$ cat src/rtl/board_pkg.sv
// Cell codes, colour table and fetch FSM states shared by the board display scheduler.
package board_pkg;

   typedef logic [2:0] cell_code_t;

   typedef enum logic [1:0] {
      IDLE  = 2'd0,
      FETCH = 2'd1,
      DRAIN = 2'd2
   } fsm_state_e;

   localparam logic [23:0] EMPTY_COLOUR = 24'h202020;
   localparam logic [23:0] BG_COLOUR    = 24'h102040;

   localparam logic [23:0] PALETTE [8] = '{
      EMPTY_COLOUR, 24'h00FFFF, 24'hFFFF00, 24'h800080,
      24'h00FF00,   24'hFF0000, 24'h0000FF, 24'hFF8000
   };

   function automatic logic [23:0] palette_lookup(input cell_code_t code);
      return PALETTE[code];
   endfunction

endpackage

$ cat src/rtl/board_display_scheduler_if.sv
// Game-logic request port into the board RAM: valid/ready request plus read-return.
interface board_display_scheduler_if #(
   parameter int addr_w_p = 8
);
   import board_pkg::*;

   logic                game_v;
   logic                game_ready;
   logic                game_we;
   logic [addr_w_p-1:0] game_addr;
   cell_code_t          game_wdata;
   cell_code_t          game_rdata;
   logic                game_rdata_v;

   modport master (
      output game_v, game_we, game_addr, game_wdata,
      input  game_ready, game_rdata, game_rdata_v
   );

   modport slave (
      input  game_v, game_we, game_addr, game_wdata,
      output game_ready, game_rdata, game_rdata_v
   );
endinterface

$ cat src/rtl/board_line_buffer.sv
// One board row of cell codes; cleared on reset, written by the fetch, read by the pixel path.
module board_line_buffer
   import board_pkg::*;
#(
   parameter int depth_p = 10,
   parameter int idx_w_p = 4
) (
   input  logic               clk_i,
   input  logic               reset_i,
   input  logic               we_i,
   input  logic [idx_w_p-1:0] waddr_i,
   input  cell_code_t         wdata_i,
   input  logic [idx_w_p-1:0] raddr_i,
   output cell_code_t         rdata_o
);

   cell_code_t mem_q [depth_p];

   // Row storage update.
   always_ff @(posedge clk_i) begin
      for (int i = 0; i < depth_p; i++) begin
         if (reset_i) begin
            mem_q[i] <= 3'd0;
         end else if (we_i && (waddr_i == idx_w_p'(i))) begin
            mem_q[i] <= wdata_i;
         end
      end
   end

   // Indices past the row read as empty.
   always_comb begin
      rdata_o = 3'd0;
      if (32'(raddr_i) < 32'(depth_p)) begin
         rdata_o = mem_q[raddr_i];
      end else begin
         rdata_o = 3'd0;
      end
   end

endmodule

$ cat src/rtl/board_display_scheduler.sv
// Shares the board RAM between a per-line display fetch (priority) and the game port,
// and turns VGA pixel coordinates into board colours with one cycle of latency.
module board_display_scheduler
   import board_pkg::*;
#(
   parameter int width_p     = 800,
   parameter int height_p    = 600,
   parameter int board_w_p   = 10,
   parameter int board_h_p   = 20,
   parameter int cell_px_p   = 16,
   parameter int board_x0_p  = 320,
   parameter int board_y0_p  = 140,
   parameter int bit_depth_p = 8
) (
   input  logic                                      clk_i,
   input  logic                                      reset_i,
   input  logic [$clog2(width_p)-1:0]                x_i,
   input  logic [$clog2(height_p)-1:0]               y_i,
   input  logic                                      xy_v_i,
   output logic [bit_depth_p-1:0]                    r_o,
   output logic [bit_depth_p-1:0]                    g_o,
   output logic [bit_depth_p-1:0]                    b_o,
   output logic [$clog2(board_w_p*board_h_p)-1:0]    ram_addr_o,
   output logic                                      ram_we_o,
   output cell_code_t                                ram_wdata_o,
   input  cell_code_t                                ram_rdata_i,
   board_display_scheduler_if.slave                  game_if
);

   localparam int YW    = $clog2(height_p);
   localparam int AW    = $clog2(board_w_p*board_h_p);
   localparam int CW    = $clog2(board_w_p);
   localparam int SH    = $clog2(cell_px_p);
   localparam int CELLS = board_w_p*board_h_p;
   localparam int BX1   = board_x0_p + board_w_p*cell_px_p;
   localparam int BY1   = board_y0_p + board_h_p*cell_px_p;

   fsm_state_e       state_q, state_d;
   logic             xy_v_q;
   logic [YW-1:0]    last_y_q, last_y_d;
   logic [AW-1:0]    row_q, row_d;
   logic [CW-1:0]    col_q, col_d;
   logic             cap_v_q, cap_v_d;
   logic [CW-1:0]    cap_col_q, cap_col_d;
   logic             lib_q, lib_d;
   logic             rd_pend_q, rd_pend_d;
   logic             rd_oob_q, rd_oob_d;
   logic [bit_depth_p-1:0] r_q, g_q, b_q, r_d, g_d, b_d;

   logic             trigger_s, tgt_in_s, game_oob_s, accept_s, px_in_s;
   logic [YW-1:0]    tgt_s;
   logic [CW-1:0]    px_col_s;
   cell_code_t       buf_rdata_s;
   logic [23:0]      rgb_s;

   board_line_buffer #(.depth_p(board_w_p), .idx_w_p(CW)) u_buf (
      .clk_i   (clk_i),
      .reset_i (reset_i),
      .we_i    (cap_v_q),
      .waddr_i (cap_col_q),
      .wdata_i (ram_rdata_i),
      .raddr_i (px_col_s),
      .rdata_o (buf_rdata_s)
   );

   assign trigger_s  = xy_v_q & ~xy_v_i;
   assign tgt_s      = (last_y_q == YW'(height_p-1)) ? {YW{1'b0}} : last_y_q + YW'(1);
   assign tgt_in_s   = (32'(tgt_s) >= 32'(board_y0_p)) && (32'(tgt_s) < 32'(BY1));
   assign game_oob_s = 32'(game_if.game_addr) >= 32'(CELLS);
   assign game_if.game_ready = (state_q == IDLE) & ~trigger_s & ~reset_i;
   assign accept_s   = game_if.game_ready & game_if.game_v;
   assign game_if.game_rdata_v = rd_pend_q;
   assign game_if.game_rdata   = (rd_pend_q & ~rd_oob_q) ? ram_rdata_i : 3'd0;
   assign px_in_s    = (32'(x_i) >= 32'(board_x0_p)) && (32'(x_i) < 32'(BX1));
   assign px_col_s   = CW'((32'(x_i) - 32'(board_x0_p)) >> SH);

   // Fetch FSM next state and RAM port mux; the display side owns the RAM outside IDLE.
   always_comb begin
      state_d     = state_q;
      row_d       = row_q;
      col_d       = col_q;
      cap_v_d     = 1'b0;
      cap_col_d   = col_q;
      lib_d       = lib_q;
      rd_pend_d   = 1'b0;
      rd_oob_d    = 1'b0;
      last_y_d    = xy_v_i ? y_i : last_y_q;
      ram_addr_o  = {AW{1'b0}};
      ram_we_o    = 1'b0;
      ram_wdata_o = game_if.game_wdata;
      if (reset_i) begin
         state_d = IDLE;
      end else begin
         case (state_q)
            IDLE: begin
               if (trigger_s) begin
                  if (tgt_in_s) begin
                     state_d = FETCH;
                     row_d   = AW'((32'(tgt_s) - 32'(board_y0_p)) >> SH);
                     col_d   = {CW{1'b0}};
                  end else begin
                     lib_d = 1'b0;
                  end
               end else if (accept_s) begin
                  ram_addr_o = game_if.game_addr;
                  ram_we_o   = game_if.game_we & ~game_oob_s;
                  rd_pend_d  = ~game_if.game_we;
                  rd_oob_d   = game_oob_s;
               end else begin
                  state_d = IDLE;
               end
            end
            FETCH: begin
               ram_addr_o = AW'(32'(row_q)*32'(board_w_p) + 32'(col_q));
               cap_v_d    = 1'b1;
               cap_col_d  = col_q;
               if (col_q == CW'(board_w_p-1)) begin
                  state_d = DRAIN;
               end else begin
                  col_d = col_q + CW'(1);
               end
            end
            DRAIN: begin
               lib_d   = 1'b1;
               state_d = IDLE;
            end
            default: state_d = IDLE;
         endcase
      end
   end

   // Pixel colour selection ahead of the output register.
   always_comb begin
      rgb_s = 24'h000000;
      if (!xy_v_i) begin
         rgb_s = 24'h000000;
      end else if (lib_q && px_in_s) begin
         rgb_s = palette_lookup(buf_rdata_s);
      end else begin
         rgb_s = BG_COLOUR;
      end
      r_d = bit_depth_p'(rgb_s[23:16]);
      g_d = bit_depth_p'(rgb_s[15:8]);
      b_d = bit_depth_p'(rgb_s[7:0]);
   end

   // State and output registers.
   always_ff @(posedge clk_i) begin
      if (reset_i) begin
         state_q   <= IDLE;
         xy_v_q    <= 1'b0;
         last_y_q  <= {YW{1'b0}};
         row_q     <= {AW{1'b0}};
         col_q     <= {CW{1'b0}};
         cap_v_q   <= 1'b0;
         cap_col_q <= {CW{1'b0}};
         lib_q     <= 1'b0;
         rd_pend_q <= 1'b0;
         rd_oob_q  <= 1'b0;
         r_q       <= {bit_depth_p{1'b0}};
         g_q       <= {bit_depth_p{1'b0}};
         b_q       <= {bit_depth_p{1'b0}};
      end else begin
         state_q   <= state_d;
         xy_v_q    <= xy_v_i;
         last_y_q  <= last_y_d;
         row_q     <= row_d;
         col_q     <= col_d;
         cap_v_q   <= cap_v_d;
         cap_col_q <= cap_col_d;
         lib_q     <= lib_d;
         rd_pend_q <= rd_pend_d;
         rd_oob_q  <= rd_oob_d;
         r_q       <= r_d;
         g_q       <= g_d;
         b_q       <= b_d;
      end
   end

   assign r_o = r_q;
   assign g_o = g_q;
   assign b_o = b_q;

endmodule

$ cat src/flat_wrapper.sv
// flat-port wrapper written by rule: the top's interface ports become plain ports
module board_display_scheduler_flat import board_pkg::*;
#(
   parameter int width_p     = 800,
   parameter int height_p    = 600,
   parameter int board_w_p   = 10,
   parameter int board_h_p   = 20,
   parameter int cell_px_p   = 16,
   parameter int board_x0_p  = 320,
   parameter int board_y0_p  = 140,
   parameter int bit_depth_p = 8
)
  (clk_i, reset_i, x_i, y_i, xy_v_i, r_o, g_o, b_o, ram_addr_o, ram_we_o, ram_wdata_o, ram_rdata_i, game_if_game_v, game_if_game_we, game_if_game_addr, game_if_game_wdata, game_if_game_ready, game_if_game_rdata, game_if_game_rdata_v);
  board_display_scheduler_if #(.addr_w_p((8))) game_if_i ();
  input  logic clk_i;
  input  logic reset_i;
  input  logic [$clog2(width_p)-1:0] x_i;
  input  logic [$clog2(height_p)-1:0] y_i;
  input  logic xy_v_i;
  output logic [bit_depth_p-1:0] r_o;
  output logic [bit_depth_p-1:0] g_o;
  output logic [bit_depth_p-1:0] b_o;
  output logic [$clog2(board_w_p*board_h_p)-1:0] ram_addr_o;
  output logic ram_we_o;
  output cell_code_t ram_wdata_o;
  input  cell_code_t ram_rdata_i;
  input wire logic [$bits(game_if_i.game_v)-1:0] game_if_game_v;
  input wire logic [$bits(game_if_i.game_we)-1:0] game_if_game_we;
  input wire logic [$bits(game_if_i.game_addr)-1:0] game_if_game_addr;
  input wire logic [$bits(game_if_i.game_wdata)-1:0] game_if_game_wdata;
  output wire logic [$bits(game_if_i.game_ready)-1:0] game_if_game_ready;
  output wire logic [$bits(game_if_i.game_rdata)-1:0] game_if_game_rdata;
  output wire logic [$bits(game_if_i.game_rdata_v)-1:0] game_if_game_rdata_v;
  assign game_if_i.game_v = game_if_game_v;
  assign game_if_i.game_we = game_if_game_we;
  assign game_if_i.game_addr = game_if_game_addr;
  assign game_if_i.game_wdata = game_if_game_wdata;
  assign game_if_game_ready = game_if_i.game_ready;
  assign game_if_game_rdata = game_if_i.game_rdata;
  assign game_if_game_rdata_v = game_if_i.game_rdata_v;
  board_display_scheduler #(.width_p(width_p), .height_p(height_p), .board_w_p(board_w_p), .board_h_p(board_h_p), .cell_px_p(cell_px_p), .board_x0_p(board_x0_p), .board_y0_p(board_y0_p), .bit_depth_p(bit_depth_p)) u_core (.clk_i(clk_i), .reset_i(reset_i), .x_i(x_i), .y_i(y_i), .xy_v_i(xy_v_i), .r_o(r_o), .g_o(g_o), .b_o(b_o), .ram_addr_o(ram_addr_o), .ram_we_o(ram_we_o), .ram_wdata_o(ram_wdata_o), .ram_rdata_i(ram_rdata_i), .game_if(game_if_i));
endmodule
$ cat config.mk
export PLATFORM = sky130hd
export DESIGN_NAME = board_display_scheduler_flat
export DESIGN_NICKNAME = d
export VERILOG_FILES = /design/src/rtl/board_pkg.sv /design/src/rtl/board_display_scheduler_if.sv /design/src/rtl/board_line_buffer.sv /design/src/rtl/board_display_scheduler.sv /design/src/flat_wrapper.sv
export SDC_FILE = /design/constraint.sdc
export NUM_CORES = 1
export LEC_CHECK = 0
export ABC_AREA = 1
export BUFFER_PORTS_ARGS = -buffer_cell sky130_fd_sc_hd__buf_2
export CAP_MARGIN = 20
export CORE_UTILIZATION = 45
export DETAILED_ROUTE_END_ITERATION = 8
export PLACE_DENSITY = 0.72
export RECOVER_POWER = 50
export SYNTH_ARGS = -nofsm -noshare
export SYNTH_HDL_FRONTEND = slang
export SYNTH_HIERARCHICAL = 1
export SYNTH_SLANG_ARGS = --single-unit
$ cat constraint.sdc
create_clock -name clk_i -period 3 [get_ports clk_i]
set_input_delay 0.3 -clock clk_i [delete_from_list [all_inputs] [get_ports clk_i]]
set_output_delay 0.3 -clock clk_i [all_outputs]
set_load 0.005 [all_outputs]
Word level (Yosys, flattened, before mapping)
Memories as Yosys holds them, arrays and structs flattened.
Index checks and enable logic that the tools add are counted.
W data, S select, Z words.
Word-level totals
  flip-flop bits (word level): 57
  RAM bits: 30
  bits in read-only memories: 192
  input bits: 39
  output and inout port bits: 41
  word-level logic and storage cells: 170
  memories kept: 2
Cells by class
  add/sub/neg operators: 5
  $mul: 1
  magnitude comparators: 7
  eq/ne operators: 20
  muxes and demuxes: 69
  bitwise gates (word level): 26
  reductions and logical operators: 24
Memory list
  (name not given): words 8, bits a word 24, rd ports 1, clocked after memory_dff 0, write ports 0, RTL line board_pkg.sv:21  | return PALETTE[code];
  u_core.u_buf.mem_q: words 10, bits a word 3, rd ports 1, clocked after memory_dff 0, write ports 10, RTL line board_line_buffer.sv:17  | cell_code_t mem_q [depth_p];
Operators by type and width (count)
  $mux W24: 2
  $mux W1: 39
  $mux W3: 12
  $mux W8: 3
  $mux W21: 1
  $lt A10 B9 Y1 const B: 2
  $eq A4 B3 Y1 const B: 4
  $pmux W8 S2: 1
  $logic_and A1 B1 Y1: 13
  $eq A4 B4 Y1 const B: 3
  $mux W4: 3
  $sub A10 B8 Y11 const B: 1
  $add A10 B1 Y10 const B: 1
  $eq A10 B10 Y1 const B: 1
  $ge A10 B8 Y1 const B: 1
  $ge A10 B9 Y1 const B: 1
  $mux W10: 1
  $or A1 B1 Y1: 10
  $not A1 Y1: 9
  $reduce_and A3 Y1: 3
  $add A8 B4 Y8: 1
  $eq A4 B2 Y1 const B: 2
  $ge A8 B8 Y1 const B: 1
  $mul A8 B3 Y7 const B: 1
  24 further kinds: 36

Depth between registers and ports, before layout
Gate-level depths: netlist of run 1.
  depth after elaboration: 10
  gate-level depth with buffers: 17

Modules after synthesis
Netlist of run 1, hierarchy kept.
By module, submodules not included
  board_display_scheduler: times used 1, cells an instance 362, area an instance 2597.5 sq um, sequential area each 860.8 sq um
  board_line_buffer: times used 1, cells an instance 193, area an instance 1611.5 sq um, sequential area each 900.9 sq um

Worst setup path after synthesis of run 1
OpenSTA, ideal clock, no wires.
  path type: register -> output
  from: register u_core.row_q[1]
  to: output ram_addr_o[7]
  arrival time: 2.108 ns
  data required time: 2.700 ns
  setup slack: 0.592 ns
  cell stages (with the launch flop): 11
  path buffers: 0
  path through: dfxtp_1 > ha_1 > ha_1 > fa_1 > inv_1 > nor2_1 > inv_1 > o21ai_0 > nand2_1 > or2_2 > a21oi_1
On the way
  cells in the longest elaborated chain, start to end: 4
Ends and longest elaborated chain
  start: declaration: RTL line board_display_scheduler.sv:41  | logic [AW-1:0] row_q, row_d;
  start signal: assignment: RTL line board_display_scheduler.sv:153  | row_q <= {AW{1'b0}};
  start signal: assignment: RTL line board_display_scheduler.sv:167  | row_q <= row_d;
  $mul A8 B3 Y7: RTL line board_display_scheduler.sv:114  | ram_addr_o = AW'(32'(row_q)*32'(board_w_p) + 32'(col_q));
  $add A8 B4 Y8: RTL line board_display_scheduler.sv:114
  $pmux W8 S2: RTL line board_display_scheduler.sv:94  | case (state_q)
  $mux W8: RTL line board_display_scheduler.sv:91  | if (reset_i) begin
  end: declaration: RTL line flat_wrapper.sv:23  | output logic [$clog2(board_w_p*board_h_p)-1:0] ram_addr_o;
No other way between the ends.

Worst setup path after layout of run 1
Same ends and word-level chain as after synthesis.

==> results of run 1 <==
how the worst max path moves through the flow:
stage	to	slack (ns)
finish	ram_addr_o[7]	0.18
global route	ram_addr_o[7]	0.02
CTS	ram_addr_o[7]	0.03
detailed placement	ram_addr_o[7]	0.38
global placement	ram_addr_o[7]	0.44
floorplan	ram_addr_o[7]	0.59
cell families after synthesis:
| family | Yosys count | share of synthesized area |
|---|---|---|
| adder cells (fa/ha/maj) | 21 | 0.0660 |
| flip-flops | 73 | 0.419 |
| buffers and inverters | 105 | 0.118 |
| XOR/XNOR | 8 | 0.0166 |
| AND/OR/NAND/NOR | 278 | 0.287 |
| AO/OA/AOI/OAI | 70 | 0.0942 |
cell usage in the layout (no fill, tap or decap), types with 2 or more instances in the layout:
cell        n
buf_4       3
clkinv_2    2
ha_1       17
clkinv_1    3
xor2_1      4
nand4_1     6
inv_1      73
buf_2      63
fa_1        2
nand3_1    47
clkinv_4    2
a21oi_1    27
o21ai_0    28
nor2_1    105
xnor2_1     4
dfxtp_1    41
or2_2       5
a22oi_1     3
clkbuf_1   11
nand2_1    94
edfxtp_1   30
nand3_2     3
a32oi_1     2
nand2_2     6
nand2_4     2
a21oi_2     2
o21ai_1     2
nor3_1      7
clkbuf_8    9
worst register-to-register path, delay by kind of cell, from the launching register on:
family / cells / cell delay [ns]
buffers and inverters: 4 / 0.25
adders and majority gates: 1 / 0.22
and+or+nand+nor: 7 / 0.56
DFF: 1 / 0.35
AOI/OAI and AO/OA: 2 / 0.43
repair_timing:
item                                    4_1_cts  5_1_grt
endpoints found under the setup margin        1        1
buffers inserted                              0        2
gates resized for setup                       1        6
pin swaps                                     0        1
power groups by stage:
| stage | registers, mW | clock network [mW] | logic, mW |
|---|---|---|---|
| after detailed placement | 1.11 | 0 | 0.271 |
| after global routing | 1.09 | 0.878 | 0.311 |
| after CTS | 1.08 | 0.837 | 0.273 |
| final | 1.08 | 0.813 | 0.272 |
| after global placement | 1.10 | 0 | 0.263 |
| after floorplan | 1.10 | 0 | 0.201 |
final cells by class:
type | count | area, um2
tap | 108 | 135
timing repair buffer | 77 | 379
inverter | 77 | 294
fill | 878 | 4130
clock buffer | 10 | 149
sequential | 73 | 1770
clock inverter | 6 | 65.1
multi-input combinational | 377 | 1970
per-layer routing:
| metal | up-vias | track usage | wire length (um) |
|---|---|---|---|
| met1 | 1714 | 0.208 | 3800 |
| met4 | 0 | 0.0838 | 187 |
| met5 | - | 0 | 0 |
| met2 | 90 | 0.359 | 4780 |
| li1 | 1897 | - | - |
| met3 | 22 | 0.0433 | 355 |
sequential cells by signal (all words and copies together) (netlist names):
register	flops
u_core/lib_q	1
u_core/cap_col_q	4
u_core/xy_v_q	1
u_core/r_o	4
u_core/last_y_q	10
u_core/rd_oob_q	1
u_core/cap_v_q	1
u_core/game_if.game_rdata_v	1
u_core/row_q	7
u_core/state_q	2
u_core/u_buf/mem_q	30
u_core/b_o	4
u_core/g_o	3
u_core/col_q	4
==> reports/metrics.csv, run 1 <==
metric,value,unit
critPathLaunchType,flop,
die-area,9740,um2
worst_slack,0.180,ns
dp_worst_setup_slack,0.383,ns
r2r_cells,14,
track_usage,0.192,
gp_congestion,0.877,
pwr-share-comb,0.125,
rrSetupSlack,1.10,ns
cts_tree,built,
slew-limit-headroom,0.502,
intPower,1.59,mW
syn_to_final_growth,13.1,%
drv_cap,0,
cp_top_family,adder cells,
fmax,355,MHz
yosysSeqAreaShare,0.419,
p_leak,2.28,nW
synth_top_area_cell,edfxtp_1,
crit_slowest_cell,fa_1,
vias,3723,
antenna_found_initial,0,
viasPerCell,5.11,
cts.sinks,73,
placed_area,4520,um2
slowest_delay,0.48,ns
hold_ws,0.120,ns
clock_latency,0.34,ns
synthTopCellsByCount,"nor2_1, nand2_1, inv_1",
rsz0062_at_grt,false,
grt_pass1_wl,15.0,mm
min_to,u_core/game_if.game_rdata_v,
worst_pin_slew,0.747,ns
wire_per_inst,12.5,um
avgSynthCellArea,7.58,um2
dieWidth,98.7,um
layout-drive-gt1-share,0.174,
clk_path_buf_depth,2,
place_inst,710,
ys_ff_latch,73,
grt_pass1_vias,3438,
fin_crit,2.82,ns
critPathBufInv,3,
cp.depth,11,
pwr-share-clk,0.375,
ctsHoldBuffers,0,
hp-class,in2reg,
dr.pass1.iters,4,
io_buffer_count,73,
h-tree-depth,3,
diodes,0,
clkTransAtPathRegs,0.08,ns
hold_violations,0,
path_cells,ha_4 -> ha_2 -> fa_1 -> inv_1 -> nor2_1 -> inv_1 -> o21ai_1 -> nand2_1 -> or2_2 -> a21oi_2 -> buf_2,
worstPathMaxFanout,4,
grt_max_degree,26,
async_flop_share,0,
synth_most_common_cell,nor2_1,
worstPathArrival,2.52,ns
setup_viol,0,
swShare,0.266,
drv_slew,0,
fin_util,0.535,
synth_edf_count,30,
rows,34,
syn-num-nets,615,
fin_skew,0.00947,ns
dieHeight,98.7,um
final_antenna_net_count,0,
synth.top_cell.area_share,0.214,
drcViolationCount,0,
netlist_instances,555,
cpMostUsedCell,inv_1,
hpwl,6.86,mm
seq_power_share,0.500,
final_cells,728,
ir_drop,0.194,mV
yosysWarnings,6,
first_iter_violations,119,
routed_wl,9.12,mm
design_area,4760,um2
period_share,0.940,
rr_endpoint,u_core/b_o[6],
min_from,game_if_game_we,
core,8890,um2
synth_ff_type,dfxtp_1,
grt_overflow,0,
switchingPower,577,uW
end_kind,primary output,
synth_area,4210,um2
r2r-start,u_core/u_buf/mem_q[6][0],
crit_type,reg2out,
power.total,2.17,mW
outcome,"finished, final reports clean",
initial_core_util,0.473,
io_pins,80,
hold_depth,2,
netlist_top_cells_area,"edfxtp_1, dfxtp_1, nor2_1",
p_per_area,455,nW/um2
root_buffer,clkbuf_8,
setup_tns,0,ns
worst_ep_required_time,2.70,ns
fin_nets,675,
startpoint,u_core/row_q[1],
ys_types,38,
numCtsBuffers,9,
Power figures use the tool's default switching activity.
==> run 2: changes to the inputs <==
Settings changed: ABC_AREA 1 to unset.
==> reports/metrics.csv, run 2 <==
metric,value,unit
outcome,"finished, final reports clean",
track_usage,0.178,
rr_endpoint,u_core/row_q[0],
fmax,359,MHz
seq_power_share,0.544,
synth.top_cell.area_share,0.221,
fin_crit,2.78,ns
die-area,9450,um2
syn_to_final_growth,11.4,%
final_cell_mix,"buf_2, nor2_1, dfxtp_1",
synth_most_common_cell,nor2_1,
p_leak,1.95,nW
clk_path_buf_depth,2,
reg_top3,"u_core/u_buf/mem_q: 30 flops, u_core/last_y_q: 10 flops, u_core/row_q: 7 flops",
core,8760,um2
synth_compound_area_frac,0.121,
rsz0062_at_grt,false,
setup_viol,0,
worst_pin_slew,0.796,ns
async_flop_share,0,
viasPerCell,5.22,
crit_type,reg2out,
first_iter_violations,48,
syn-num-nets,463,
crit_end,ram_addr_o[7],
synth_ff_type,dfxtp_1,
yosysWarnings,6,
layout-drive-gt1-share,0.241,
synth_area,4080,um2
layout_commonest_cell,buf_2,
vias,2989,
initial_core_util,0.465,
synth_top_area_cell,edfxtp_1,
drcViolationCount,0,
synth.area.mux_share,0.0666,
slew-limit-headroom,0.469,
pwr-share-clk,0.339,
clock_latency,0.35,ns
hpwl,6.13,mm
grt_pass1_vias,2908,
diodes,0,
netlist_top_cells_area,"edfxtp_1, dfxtp_1, ha_1",
slowest_delay,0.43,ns
rrSetupSlack,0.96,ns
yosys.area_share.simple,0.221,
routed_wl,8.09,mm
swShare,0.259,
critPathLaunchType,flop,
rows,34,
min_from,game_if_game_we,
end_kind,primary output,
yosysSeqAreaShare,0.432,
synthTopCellsByCount,"nor2_1, dfxtp_1, and2_1",
worstPathArrival,2.48,ns
gp_congestion,0.853,
clkTransAtPathRegs,0.07,ns
grt_max_degree,32,
setup_tns,0,ns
r2r_cells,6,
dr.pass1.iters,4,
grt_pass1_wl,13.5,mm
largest_register_ffs,30,
hp-class,in2reg,
pwr-share-comb,0.117,
numCtsBuffers,9,
netlist_instances,403,
ys_ff_latch,73,
io_pins,80,
fin_nets,520,
worstPathMaxFanout,4,
switchingPower,515,uW
yosys.area_share.xor_xnor,0.0258,
ctsHoldBuffers,0,
avgSynthCellArea,10.1,um2
p_per_area,438,nW/um2
hold_violations,0,
period_share,0.928,
grt_overflow,0,
dieWidth,97.2,um
intPower,1.47,mW
path_cells,ha_1 -> ha_1 -> fa_1 -> xnor2_1 -> nor3b_1 -> xnor2_1 -> o21ai_0 -> buf_2,
fillers,824,
synth_edf_count,30,
regMostFlops,u_core/u_buf/mem_q,
drv_slew,0,
dieHeight,97.2,um
fin_skew,0.0127,ns
cts_resized,0,
worst_ep_required_time,2.70,ns
r2r-start,u_core/last_y_q[9],
startpoint,u_core/row_q[1],
synth_fa_ha_area_frac,0.0681,
io_buffer_count,73,
synth_top_family_by_area,simple AND/OR/NAND/NOR gates,
ys_types,65,
wire_per_inst,14.1,um
ir_drop,0.283,mV
antenna_found_initial,0,
crit_slowest_cell,dfxtp_1,
final_antenna_net_count,0,
cts_tree,built,
drv_cap,0,
h-tree-depth,3,
cts.sinks,73,
hold_ws,0.118,ns
root_buffer,clkbuf_8,
postCtsSetupBuffers,0,
run 2: power by group through the flow:
stage / sequential, mW / combinational, mW / clock (mW)
final: 1.08 / 0.234 / 0.674
after detailed placement: 1.11 / 0.233 / 0
after global placement: 1.10 / 0.228 / 0
after CTS: 1.08 / 0.235 / 0.698
after floorplan: 1.09 / 0.172 / 0
after global routing: 1.09 / 0.259 / 0.740
run 2: final cells by class:
class                      instances  area (um2)  share of cell area
clock inverter                     6        41.3             0.00909
sequential                        73        1760               0.388
timing repair buffer              76         382              0.0840
tap                              108         135              0.0297
clock buffer                      10         131              0.0289
multi-input combinational        286        2040               0.449
inverter                          14        52.6              0.0116
run 2: kinds of logic after synthesis:
kind of cell | after synthesis
buffers and inverters | 44
flip-flops | 73
multiplexers | 26
adder cells (fa/ha/maj) | 21
XOR/XNOR | 12
AO/OA/AOI/OAI | 68
AND/OR/NAND/NOR | 159
run 2: critical path, delay by kind of cell (launching register included):
kind | cells | cell delay, ns
xor gates and xnor gates | 2 | 0.28
DFF | 1 | 0.43
and+or+nand+nor | 1 | 0.24
AOI/OAI and AO/OA | 1 | 0.16
buffers and inverters | 1 | 0.14
adders and majority gates | 3 | 0.89
run 2: routing by layer:
layer  wire [um]  vias to the layer above  track usage
met5           0                        -            0
met4         107                        0       0.0540
met3         271                        9       0.0453
met2        4290                       45        0.322
met1        3420                     1401        0.206
li1            -                     1534            -
run 2: through the flow:
stage	util	cell area [um2]	std cells	setup slack [ns]	total power [mW]
after floorplan	-	4080	403	0.639	1.27
after global placement	0.500	4380	556	0.570	1.33
after detailed placement	0.500	4380	556	0.533	1.34
after CTS	0.520	4560	572	0.188	2.02
after global routing	0.518	4540	573	0.0473	2.09
final	0.518	4540	573	0.216	1.99
run 2: how the worst min path moves through the flow:
stage / to / slack, ns / depth (start not counted)
floorplan: u_core/game_if.game_rdata_v / 0.37 / 1
global placement: u_core/game_if.game_rdata_v / 0.47 / 2
detailed placement: u_core/game_if.game_rdata_v / 0.47 / 2
CTS: u_core/game_if.game_rdata_v / 0.10 / 2
global route: u_core/game_if.game_rdata_v / 0.10 / 2
finish: u_core/game_if.game_rdata_v / 0.12 / 2
==> run 3: changes to the inputs <==
Settings changed: RECOVER_POWER 50 to 100.
==> reports/metrics.csv, run 3 (synthesized netlist as in run 2, its figures left out) <==
metric,value,unit
setup_viol,0,
first_iter_violations,48,
drcViolationCount,0,
crit_type,reg2out,
rsz0062_at_grt,false,
cts_tree,built,
setup_tns,0,ns
rows,34,
final_cell_mix,"buf_2, nor2_1, dfxtp_1",
clk_path_buf_depth,2,
h-tree-depth,3,
hpwl,6.13,mm
p_per_area,441,nW/um2
grt_max_degree,32,
largest_register_ffs,30,
clock_latency,0.35,ns
fmax,359,MHz
fin_crit,2.79,ns
grt_pass1_vias,2908,
die-area,9450,um2
final_cells,573,
dieHeight,97.2,um
core,8760,um2
drv_cap,0,
io_buffer_count,73,
r2r_cells,6,
initial_core_util,0.465,
grt_pass1_wl,13.5,mm
outcome,"finished, final reports clean",
multi_input_area,2010,um2
hold_violations,0,
worstPathArrival,2.49,ns
p_leak,1.91,nW
fin_skew,0.0135,ns
root_buffer,clkbuf_8,
r2r-start,u_core/last_y_q[6],
drv_slew,0,
hp-class,in2reg,
period_share,0.929,
min_from,game_if_game_we,
clkTransAtPathRegs,0.07,ns
seq_area,1760,um2
gp_congestion,0.853,
viasPerCell,5.22,
final_antenna_net_count,0,
startpoint,u_core/row_q[1],
ctsHoldBuffers,0,
io_pins,80,
place_inst,556,
end_kind,primary output,
routed_wl,8.12,mm
grt_overflow,0,
slew-limit-headroom,0.469,
syn_to_final_growth,10.3,%
hold_depth,2,
dieWidth,97.2,um
diodes,0,
fillers,834,
regMostFlops,u_core/u_buf/mem_q,
dr.pass1.iters,4,
worst_ep_required_time,2.70,ns
vias,2993,
critPathLaunchType,flop,
antenna_found_initial,0,
ir_drop,0.284,mV
numCtsBuffers,9,
layout-drive-gt1-share,0.215,
reg_top3,"u_core/u_buf/mem_q: 30 flops, u_core/last_y_q: 10 flops, u_core/row_q: 7 flops",
postCtsSetupBuffers,0,
cts_resized,0,
fin_nets,520,
cts.sinks,73,
wire_per_inst,14.2,um
track_usage,0.178,
worst_pin_slew,0.796,ns
layout_commonest_cell,buf_2,
worstPathMaxFanout,4,
==> run 3: cell count changes in the layout (fill, tap and decap cells not counted), moves of 3 or more <==
cell,before,now
buf_2,68,57
clkbuf_2,0,3
clkbuf_1,5,13
and2_1,18,14
and2_0,16,20
==> run 3: cell type report <==
cell class              count  share of cell area
clock inverters             6             0.00918
multi-input cells         286               0.446
repair buffers             76              0.0826
flip-flops and latches     73               0.392
inverters                  14              0.0117
clock buffers              10              0.0292
well taps                 108              0.0300
==> run 3: worst max-delay path, cell delays in order, from the launching register on <==
cell and delay (ns):
dfxtp_1 0.43, ha_1 0.27, ha_1 0.23, fa_1 0.39, xnor2_1 0.16, nor3b_1 0.24, xnor2_1 0.12, o21ai_0 0.17
clkbuf_1 0.13
==> run 3: worst paths after layout <==
check	slack, ns	end
setup / recovery	0.21	ram_addr_o[7]
hold / removal	0.12	u_core/game_if.game_rdata_v
setup reg to reg	0.53	u_core/row_q[0]
hold reg to reg	0.49	u_core/row_q[0]
==> run 3: power breakdown <==
group | internal (mW) | switching, mW
registers | 1.06 | 0.0229
logic | 0.101 | 0.127
clock network | 0.311 | 0.364
==> run 3: metal layers <==
layer  share of wire  vias to the layer above  GRT usage  wire, um
met2            0.53                       45      0.322      4300
met1            0.43                     1400      0.206      3460
met5               0                        -          0         0
met4           0.013                        0     0.0540       106
met3           0.032                        9     0.0453       259
li1                -                     1539          -         -
==> run 3: stage by stage <==
stage | hold slack, ns | utilization | power (mW) | worst slack (ns) | area (um2)
2_1_floorplan | 0.372 | - | 1.27 | 0.639 | 4080
3_3_place_gp | 0.472 | 0.500 | 1.33 | 0.570 | 4380
3_5_place_dp | 0.475 | 0.500 | 1.34 | 0.533 | 4380
4_1_cts | 0.103 | 0.520 | 2.02 | 0.188 | 4560
5_1_grt | 0.102 | 0.513 | 2.08 | 0.0445 | 4500
6_report | 0.118 | 0.513 | 1.99 | 0.214 | 4500
